--- config.mk ---
export PLATFORM = sky130hd
export DESIGN_NAME = meter_display_scheduler
export DESIGN_NICKNAME = d
export VERILOG_FILES = /design/src/rtl/meter_display_scheduler.sv
export SDC_FILE = /design/constraint.sdc
export NUM_CORES = 1
export LEC_CHECK = 0
export ABC_AREA = 1
export CAP_MARGIN = 20
export CORE_MARGIN = 8
export CORE_UTILIZATION = 55
export DETAILED_ROUTE_END_ITERATION = 10
export PLACE_DENSITY = 0.87
export SLEW_MARGIN = 0
export SYNTH_ARGS = -nofsm -noshare
export SYNTH_HDL_FRONTEND = slang
export SYNTH_SLANG_ARGS = --single-unit
--- constraint.sdc ---
create_clock -name clk -period 2.4 [get_ports clk]
set_input_delay 0.72 -clock clk [delete_from_list [all_inputs] [get_ports clk]]
set_output_delay 0.72 -clock clk [all_outputs]
set_load 0.02 [all_outputs]
--- src/rtl/meter_display_scheduler.sv ---
// -----------------------------------------------------------------------------
// meter_display_scheduler
//
// Purpose:
//   Time-multiplexes the parking meter's four BCD digits onto one shared
//   7-segment bus. The block scans the digits round-robin and copies a
//   snapshot of the digits and blink mode at each frame boundary, so a frame
//   is never torn. It gates the display for the slow/fast blink warnings and
//   can blank leading zeros.
//
// Ports:
//   clk          system clock
//   rst          synchronous active-high reset
//   val1..val4   BCD digits, val1 = thousands .. val4 = units
//   blink_mode   0 steady, 1 slow blink, 2 fast blink, 3 blank
//   led_seg      active-low segments, bit0 = a .. bit6 = g
//   a1..a4       active-low anode selects for val1..val4
//   digit_sel    slot index currently driven on the bus (0 = val1)
//   frame_start  one-cycle pulse at the start of each scan frame
//
// Parameters:
//   SCAN_DIV     clk cycles per digit slot (>= 1)
//   BLINK_DIV    clk cycles per fast-blink half-period (>= 1)
//   LZB          1 enables leading-zero blanking
// -----------------------------------------------------------------------------
module meter_display_scheduler #(
  parameter int SCAN_DIV  = 1,
  parameter int BLINK_DIV = 50,
  parameter int LZB       = 0
) (
  input  logic       clk,
  input  logic       rst,
  input  logic [3:0] val1,
  input  logic [3:0] val2,
  input  logic [3:0] val3,
  input  logic [3:0] val4,
  input  logic [1:0] blink_mode,
  output logic [6:0] led_seg,
  output logic       a1,
  output logic       a2,
  output logic       a3,
  output logic       a4,
  output logic [1:0] digit_sel,
  output logic       frame_start
);

  // A divide-by-one counter still needs one bit so that the code stays legal.
  localparam int SCAN_W  = (SCAN_DIV  > 1) ? $clog2(SCAN_DIV)  : 1;
  localparam int BLINK_W = (BLINK_DIV > 1) ? $clog2(BLINK_DIV) : 1;

  localparam logic [SCAN_W-1:0]  SCAN_LAST  = SCAN_W'(SCAN_DIV - 1);
  localparam logic [BLINK_W-1:0] BLINK_LAST = BLINK_W'(BLINK_DIV - 1);

  localparam logic [6:0] SEG_OFF = 7'h7F;

  typedef enum logic [1:0] {
    MODE_STEADY = 2'd0,
    MODE_SLOW   = 2'd1,
    MODE_FAST   = 2'd2,
    MODE_BLANK  = 2'd3
  } blink_mode_e;

  // Scan state
  logic [SCAN_W-1:0]  scan_cnt;
  logic [1:0]         slot;

  // Frame snapshot; nibble k holds the digit shown in slot k.
  logic [3:0][3:0]    shadow_val;
  blink_mode_e        shadow_mode;

  // Blink timebase
  logic [BLINK_W-1:0] blink_cnt;
  logic               fast_ph;
  logic               slow_ph;

  // Registered outputs
  logic [6:0]         seg_q;
  logic [3:0]         anode_q;
  logic [1:0]         sel_q;
  logic               frame_q;

  // Next-output values, computed from the current slot and snapshot
  logic               scan_last;
  logic               frame_wrap;
  logic               blink_last;
  logic [3:0]         cur_digit;
  logic               visible;
  logic               blanked;
  logic [6:0]         seg_d;
  logic [3:0]         anode_d;

  // Active-low {g..a} pattern; non-decimal codes show a dash (segment g only).
  function automatic logic [6:0] decode_bcd(input logic [3:0] d);
    logic [6:0] seg;
    unique case (d)
      4'd0:    seg = 7'b1000000;
      4'd1:    seg = 7'b1111001;
      4'd2:    seg = 7'b0100100;
      4'd3:    seg = 7'b0110000;
      4'd4:    seg = 7'b0011001;
      4'd5:    seg = 7'b0010010;
      4'd6:    seg = 7'b0000010;
      4'd7:    seg = 7'b1111000;
      4'd8:    seg = 7'b0000000;
      4'd9:    seg = 7'b0010000;
      default: seg = 7'b0111111;
    endcase
    return seg;
  endfunction

  assign scan_last  = (scan_cnt == SCAN_LAST);
  assign frame_wrap = scan_last && (slot == 2'd3);
  assign blink_last = (blink_cnt == BLINK_LAST);

  // NOTE: every signal is given a default at the top of a combinational block,
  // so no path leaves a value unassigned and no latch is inferred.
  always_comb begin
    cur_digit = shadow_val[slot];
    visible   = 1'b0;
    blanked   = 1'b0;
    seg_d     = SEG_OFF;
    anode_d   = 4'b1111;

    unique case (shadow_mode)
      MODE_STEADY: visible = 1'b1;
      MODE_SLOW:   visible = slow_ph;
      MODE_FAST:   visible = fast_ph;
      MODE_BLANK:  visible = 1'b0;
      default:     visible = 1'b0;
    endcase

    // A zero digit is a leading zero only when every more significant digit
    // is also zero. The units digit is always shown.
    if (LZB != 0) begin
      unique case (slot)
        2'd0:    blanked = (shadow_val[0] == 4'd0);
        2'd1:    blanked = (shadow_val[0] == 4'd0) && (shadow_val[1] == 4'd0);
        2'd2:    blanked = (shadow_val[0] == 4'd0) && (shadow_val[1] == 4'd0)
                           && (shadow_val[2] == 4'd0);
        default: blanked = 1'b0;
      endcase
    end

    if (visible && !blanked) begin
      anode_d[slot] = 1'b0;
      seg_d         = decode_bcd(cur_digit);
    end
  end

  // NOTE: sequential state uses non-blocking assignments, so every register
  // samples the values from before the edge and the order of statements does
  // not matter.
  always_ff @(posedge clk) begin
    if (rst) begin
      scan_cnt    <= '0;
      slot        <= 2'd0;
      // NOTE: the snapshot is only sixteen flops. It is reset so that the
      // first frame after reset shows defined zeros and not stale digits.
      shadow_val  <= '0;
      shadow_mode <= MODE_STEADY;
      blink_cnt   <= '0;
      fast_ph     <= 1'b1;
      slow_ph     <= 1'b1;
      seg_q       <= SEG_OFF;
      anode_q     <= 4'b1111;
      sel_q       <= 2'd0;
      frame_q     <= 1'b0;
    end else begin
      // Slot scan
      if (scan_last) begin
        scan_cnt <= '0;
        slot     <= slot + 2'd1;
      end else begin
        scan_cnt <= scan_cnt + SCAN_W'(1);
      end

      // Take the snapshot as the slot wraps back to 0, so that slot 0 of the
      // new frame already uses the new values.
      if (frame_wrap) begin
        shadow_val  <= {val4, val3, val2, val1};
        shadow_mode <= blink_mode_e'(blink_mode);
      end

      // Free-running blink timebase. slow_ph toggles on every second fast_ph
      // toggle, which is the one where fast_ph goes from 0 back to 1.
      if (blink_last) begin
        blink_cnt <= '0;
        fast_ph   <= ~fast_ph;
        if (!fast_ph) begin
          slow_ph <= ~slow_ph;
        end
      end else begin
        blink_cnt <= blink_cnt + BLINK_W'(1);
      end

      // Select, anodes and segments are updated on the same edge, so they
      // always describe the same slot.
      seg_q   <= seg_d;
      anode_q <= anode_d;
      sel_q   <= slot;
      frame_q <= frame_wrap;
    end
  end

  assign led_seg     = seg_q;
  assign a1          = anode_q[0];
  assign a2          = anode_q[1];
  assign a3          = anode_q[2];
  assign a4          = anode_q[3];
  assign digit_sel   = sel_q;
  assign frame_start = frame_q;

endmodule

==> impl_metrics.env, run 1 <==
export IMPL_cp_arrival_ns=1.30
export IMPL_core_area_um2=3260
export IMPL_hold_viol=0
export IMPL_rsz0062_at_grt="false"
export IMPL_finClkSkew_ns=0.00897
export IMPL_grt_max_degree=24
export IMPL_critPathBufInv=1
export IMPL_power_leakage_nw=0.981
export IMPL_crit_fanout=1
export IMPL_rows=21
export IMPL_hp_class="reg -> reg"
export IMPL_max_cap_violations=0
export IMPL_setup_tns_final_ns=0
export IMPL_numCtsBuffers=5
export IMPL_total_power_w=0.00141
export IMPL_ant_nets=0
export IMPL_syn_num_nets=264
export IMPL_layout_commonest_cell="dfxtp_1"
export IMPL_avgRoutedWirePerCell_um=11.1
export IMPL_routed_via_density=4.90
export IMPL_postCtsSetupBuffers=0
export IMPL_place_hpwl_um=2590
export IMPL_antenna_found_initial=0
export IMPL_ys_warn_count=0
export IMPL_port_buffer_count=33
export IMPL_synth_seq_area_share_pct=47.1
export IMPL_gp_congestion=0.814
export IMPL_grt_total_usage_pct=13.7
export IMPL_io_pins=34
export IMPL_clock_latency_ns=0.34
export IMPL_slowest_stage="clkdlybuf4s50_1"
export IMPL_die_x_um=73.6
export IMPL_clock_root_buffer="clkbuf_4"
export IMPL_wl_um=3480
export IMPL_path_class="reg -> out"
export IMPL_cp_required_ns=1.68
export IMPL_cts_hold_fix_buffers=0
export IMPL_cts_sinks=43
export IMPL_synthCells=232
export IMPL_drtIter0Drc=73
export IMPL_rr_startpoint="slot[0]$_SDFFE_PP0N_"
export IMPL_layout_nets=299
export IMPL_netlist_area_um2=1830
export IMPL_slowest_delay_ns=0.62
export IMPL_status="completed"
export IMPL_drcViolationCount=0
export IMPL_clk_pin_slew_ns=0.11
export IMPL_layout_min_cycle_time_ns=2.02
export IMPL_critPathTopFamily="buffers and inverters"
export IMPL_critPathLaunchType="flop"
export IMPL_cp_end_kind="output port"
export IMPL_peakVddDrop_uv=354
export IMPL_grt_pass1_vias=1438
export IMPL_start_util_pct=56.1
export IMPL_dieArea_um2=5420
export IMPL_dr_total_vias=1539
export IMPL_cts_buffer_depth=2
export IMPL_grt_ovfl_total=0
export IMPL_avgSynthCellArea_um2=7.87
export IMPL_diodes=0
export IMPL_p_per_area_nw_per_um2=625
export IMPL_grt_first_pass_wirelength_um=5860
export IMPL_layout_common_cells="dfxtp_1 (43), nor2_1 (42), nand2_1 (36)"
export IMPL_tritoncts="built"
export IMPL_fmax_mhz=495
export IMPL_timing_final_crit_share_pct=84.2
export IMPL_drive_gt1_share_pct=8.96
export IMPL_ys_ff_latch=43
export IMPL_fillers=287
export IMPL_slew_violations=0
export IMPL_h_tree_depth=2
export IMPL_setup_violations=0
export IMPL_die_h_um=73.6
export IMPL_startpoint="led_seg[4]$_SDFF_PP1_"
export IMPL_area_delta_synth_final_pct=23.6
export IMPL_drtPass1Iterations=4
export IMPL_cts_resized=0
export IMPL_path_cells="clkdlybuf4s50_1"
export IMPL_yosys_cell_types_count=23
export IMPL_hold_path_startpoint="blink_cnt[5]$_SDFF_PP0_"
## metal layers
| layer | part of all wire [%] | GRT usage (%) | vias to the layer above |
|---|---|---|---|
| li1 | - | - | 806 |
| met1 | 45 | 14.5 | 678 |
| met2 | 48 | 24.2 | 44 |
| met3 | 5.2 | 3.68 | 11 |
| met4 | 2.4 | 7.32 | 0 |
| met5 | 0 | 0 | - |
## worst paths after layout
kind	end	slack (ns)	cells after the start
worst min register to register	blink_cnt[5]$_SDFF_PP0_	0.47	2
worst min-delay path	blink_cnt[5]$_SDFF_PP0_	0.47	2
worst max register to register	led_seg[5]$_SDFF_PP1_	0.57	10
worst max-delay path	led_seg[4]	0.38	1
## worst register-to-register path, cell delays in order, from the launching register on
cell and delay (ns):
dfxtp_1 0.65, inv_4 0.17, nand2_1 0.09, nand3_1 0.10
nand2_2 0.15, inv_1 0.10, ha_1 0.20, inv_1 0.05
nand3_1 0.07, nand3_1 0.09, nand3_1 0.06
## state kept, by name (all words and copies together), names as in the netlist, 2 cells and up
signal,cells
shadow_val,16
led_seg,7
blink_cnt,6
anode_q,4
digit_sel,2
shadow_mode,2
slot,2
## cell type report
| cell class | count | area (µm²) | share of cell area, % |
|---|---|---|---|
| Tap cell | 46 | 57.6 | 2.55 |
| Timing Repair Buffer | 36 | 353 | 15.6 |
| Inverter | 21 | 83.8 | 3.71 |
| Multi-Input combinational cell | 160 | 835 | 37.0 |
| Clock buffer | 8 | 68.8 | 3.05 |
| Sequential cell | 43 | 861 | 38.1 |
## Yosys cell counts
master / number / area [µm²]
nand2_4: 1 / 11.3
nand3_1: 25 / 125
nor2_1: 42 / 158
nand4_1: 1 / 6.26
nor3b_1: 1 / 7.51
clkinv_1: 1 / 3.75
clkbuf_1: 4 / 15.0
inv_4: 2 / 12.5
buf_2: 2 / 10.0
inv_2: 1 / 3.75
nand3_2: 4 / 40.0
dfxtp_1: 43 / 861
inv_1: 17 / 63.8
buf_6: 2 / 22.5
nand2_1: 36 / 135
nand2_2: 5 / 31.3
a21oi_2: 1 / 8.76
ha_1: 12 / 150
nor3_1: 2 / 10.0
nand3b_1: 1 / 7.51
conb_1: 1 / 3.75
a21oi_1: 6 / 30.0
o21ai_0: 22 / 110
## cells by family (layout without fill, tap and decap cells)
family | count (synthesis) | in the layout | synth area share (%)
AND/OR/NAND/NOR | 118 | 118 | 29.1
flip-flops | 43 | 43 | 47.1
AO/OA/AOI/OAI | 29 | 29 | 8.15
buffers and inverters | 29 | 65 | 7.19
adder cells (fa/ha/maj) | 12 | 12 | 8.22
other | 1 | 1 | 0.205
## power breakdown
group | total [W] | leakage [nW] | internal, W | switching, W
clock network | 0.000384 | 0.0386 | 0.000173 | 0.000211
registers | 0.000776 | 0.352 | 0.000752 | 0.0000244
logic | 0.000252 | 0.591 | 0.000115 | 0.000137
## through the flow
step	hold slack [ns]	utilization, %	cell area (µm²)	std cells	worst slack [ns]
after floorplan	0.434	-	1830	232	0.899
after global routing	0.503	69.3	2260	314	0.357
after detailed placement	0.455	67.2	2190	306	0.274
final	0.470	69.3	2260	314	0.380
after global placement	0.446	67.2	2190	306	0.305
after CTS	0.471	69.3	2260	314	0.377
No activity file was read; power rests on OpenSTA's default activity.
==> inputs of run 2 (changes only) <==
--- a/config.mk
+++ b/config.mk
@@ -8,9 +8,9 @@
 export ABC_AREA = 1
 export CAP_MARGIN = 20
 export CORE_MARGIN = 8
-export CORE_UTILIZATION = 55
+export CORE_UTILIZATION = 46
 export DETAILED_ROUTE_END_ITERATION = 10
-export PLACE_DENSITY = 0.87
+export PLACE_DENSITY = 0.79
 export SLEW_MARGIN = 0
 export SYNTH_ARGS = -nofsm -noshare
 export SYNTH_HDL_FRONTEND = slang
==> constraint.sdc (replaced) <==
create_clock -name clk -period 1.8 [get_ports clk]
set_input_delay 0.54 -clock clk [delete_from_list [all_inputs] [get_ports clk]]
set_output_delay 0.54 -clock clk [all_outputs]
set_load 0.02 [all_outputs]
==> run 2 against run 1 <==
Net effect: power grew 60%; critical path depth unchanged; worst hold slack gained 0.0070 ns; clock-buffer cell count decreased by 2; via count grew 0.52%; first-iteration DRC count up 27%; worst setup slack got worse by 0.34 ns; register-to-register slack got worse by 0.32 ns; clock skew shrank 0.0012 ns; clock power increased by 130%; largest power group unchanged.
==> impl_metrics.env, run 2 (same netlist as run 1, synthesis figures left out) <==
export IMPL_diodes=0
export IMPL_grt_pass1_vias=1502
export IMPL_dieArea_um2=6240
export IMPL_slew_violations=0
export IMPL_core_area_um2=3910
export IMPL_total_power_w=0.00226
export IMPL_cts_buffer_depth=2
export IMPL_dp_slack_ns=0.0738
export IMPL_dp_cells=319
export IMPL_h_tree_depth=2
export IMPL_largest_reg_flops=16
export IMPL_fin_area_um2=2420
export IMPL_drtPass1Iterations=4
export IMPL_avgRoutedWirePerCell_um=10.9
export IMPL_antenna_found_initial=0
export IMPL_start_util_pct=46.7
export IMPL_regArea_um2=861
export IMPL_rr_startpoint="slot[1]$_SDFFE_PP0N_"
export IMPL_die_h_um=79.0
export IMPL_fillers=373
export IMPL_numCtsBuffers=5
export IMPL_reg2reg_setup_slack_ns=0.25
export IMPL_setup_tns_final_ns=0
export IMPL_min_path_cells=2
export IMPL_rsz0062_at_grt="false"
export IMPL_routed_via_density=4.73
export IMPL_clk_pin_slew_ns=0.08
export IMPL_layout_nets=308
export IMPL_rows=23
export IMPL_reg2regPathDepth=9
export IMPL_cp_arrival_ns=1.22
export IMPL_p_per_area_nw_per_um2=935
export IMPL_cp_end_kind="output port"
export IMPL_path_cells="clkdlybuf4s50_1"
export IMPL_status="completed"
export IMPL_layout_common_cells="dfxtp_1 (43), nor2_1 (42), nand2_1 (36)"
export IMPL_gp_congestion=0.818
export IMPL_multi_input_area_um2=835
export IMPL_hold_end="blink_cnt[5]$_SDFF_PP0_"
export IMPL_tritoncts="built"
export IMPL_place_hpwl_um=2640
export IMPL_critPathBufInv=1
export IMPL_finClkSkew_ns=0.00778
export IMPL_layout_min_cycle_time_ns=1.76
export IMPL_critPathTopFamily="buffers and inverters"
export IMPL_regMostFlops="shadow_val"
export IMPL_slowest_delay_ns=0.61
export IMPL_cts_sinks=43
export IMPL_hold_viol=0
export IMPL_drtIter0Drc=93
export IMPL_drive_gt1_share_pct=12.3
export IMPL_io_pins=34
export IMPL_area_delta_synth_final_pct=32.3
export IMPL_worst_slack_ns=0.0372
export IMPL_die_x_um=79.0
export IMPL_dr_total_vias=1547
export IMPL_layout_commonest_cell="dfxtp_1"
export IMPL_max_cap_violations=0
export IMPL_crit_fanout=1
export IMPL_reg2reg_to="led_seg[5]$_SDFF_PP1_"
export IMPL_timing_final_crit_share_pct=97.9
export IMPL_hold_path_startpoint="blink_cnt[5]$_SDFF_PP0_"
export IMPL_grt_ovfl_total=0
export IMPL_port_buffer_count=33
export IMPL_placed_area_um2=2260
export IMPL_drcViolationCount=0
export IMPL_wl_um=3570
export IMPL_fmax_mhz=567
export IMPL_grt_max_degree=24
export IMPL_power_leakage_nw=1.09
export IMPL_grt_total_usage_pct=12.4
export IMPL_path_class="reg -> out"
export IMPL_clock_root_buffer="clkbuf_8"
export IMPL_final_cells=327
export IMPL_grt_first_pass_wirelength_um=6220
export IMPL_slowest_stage="clkdlybuf4s50_1"
export IMPL_cp_required_ns=1.26
export IMPL_critPathLaunchType="flop"
export IMPL_clock_latency_ns=0.30
export IMPL_hp_class="reg -> reg"
export IMPL_ant_nets=0
export IMPL_setup_violations=0
export IMPL_peakVddDrop_uv=559
==> run 2: final cells by class <==
class,count,area share [%]
inverters,21,3.63
flip-flops and latches,43,35.6
well taps,50,2.59
clock inverters,2,2.49
clock buffers,6,3.00
repair buffers,45,18.1
multi-input cells,160,34.5
==> run 2: how the worst max path moves through the flow <==
stage / from / slack (ns) / to / depth (start not counted)
floorplan: slot[0]$_SDFFE_PP0N_ / 0.30 / led_seg[6]$_SDFF_PP1_ / 11
global placement: rst / 0.08 / led_seg[2]$_SDFF_PP1_ / 6
detailed placement: rst / 0.07 / led_seg[2]$_SDFF_PP1_ / 6
CTS: led_seg[2]$_SDFF_PP1_ / 0.007 / led_seg[2] / 1
global route: led_seg[4]$_SDFF_PP1_ / 0.002 / led_seg[4] / 1
finish: led_seg[4]$_SDFF_PP1_ / 0.04 / led_seg[4] / 1
==> run 2: power by group <==
group          switching, W  leakage [nW]  internal, W
clock network      0.000322        0.0654     0.000554
registers         0.0000248         0.352      0.00100
logic              0.000190         0.669     0.000166
total              0.000537          1.09      0.00172
==> run 2: repair_timing <==
action	CTS	global route
gates resized for setup	0	8
hold buffers	0	0
setup endpoints to repair	0	16
buffers inserted	0	0
==> run 2: metal layers <==
layer | routed length (µm) | GRT usage (%) | up-vias
met5 | 0 | 0 | -
met4 | 60 | 5.56 | 0
met3 | 171 | 4.63 | 6
met2 | 1710 | 21.2 | 34
met1 | 1630 | 13.2 | 680
li1 | - | - | 827
==> run 2: per-stage QoR <==
step                util, %  hold slack (ns)
floorplan                 -            0.434
global placement       57.8            0.447
detailed placement     57.8            0.464
CTS                    61.2            0.481
global route           61.7            0.499
finish                 61.7            0.477
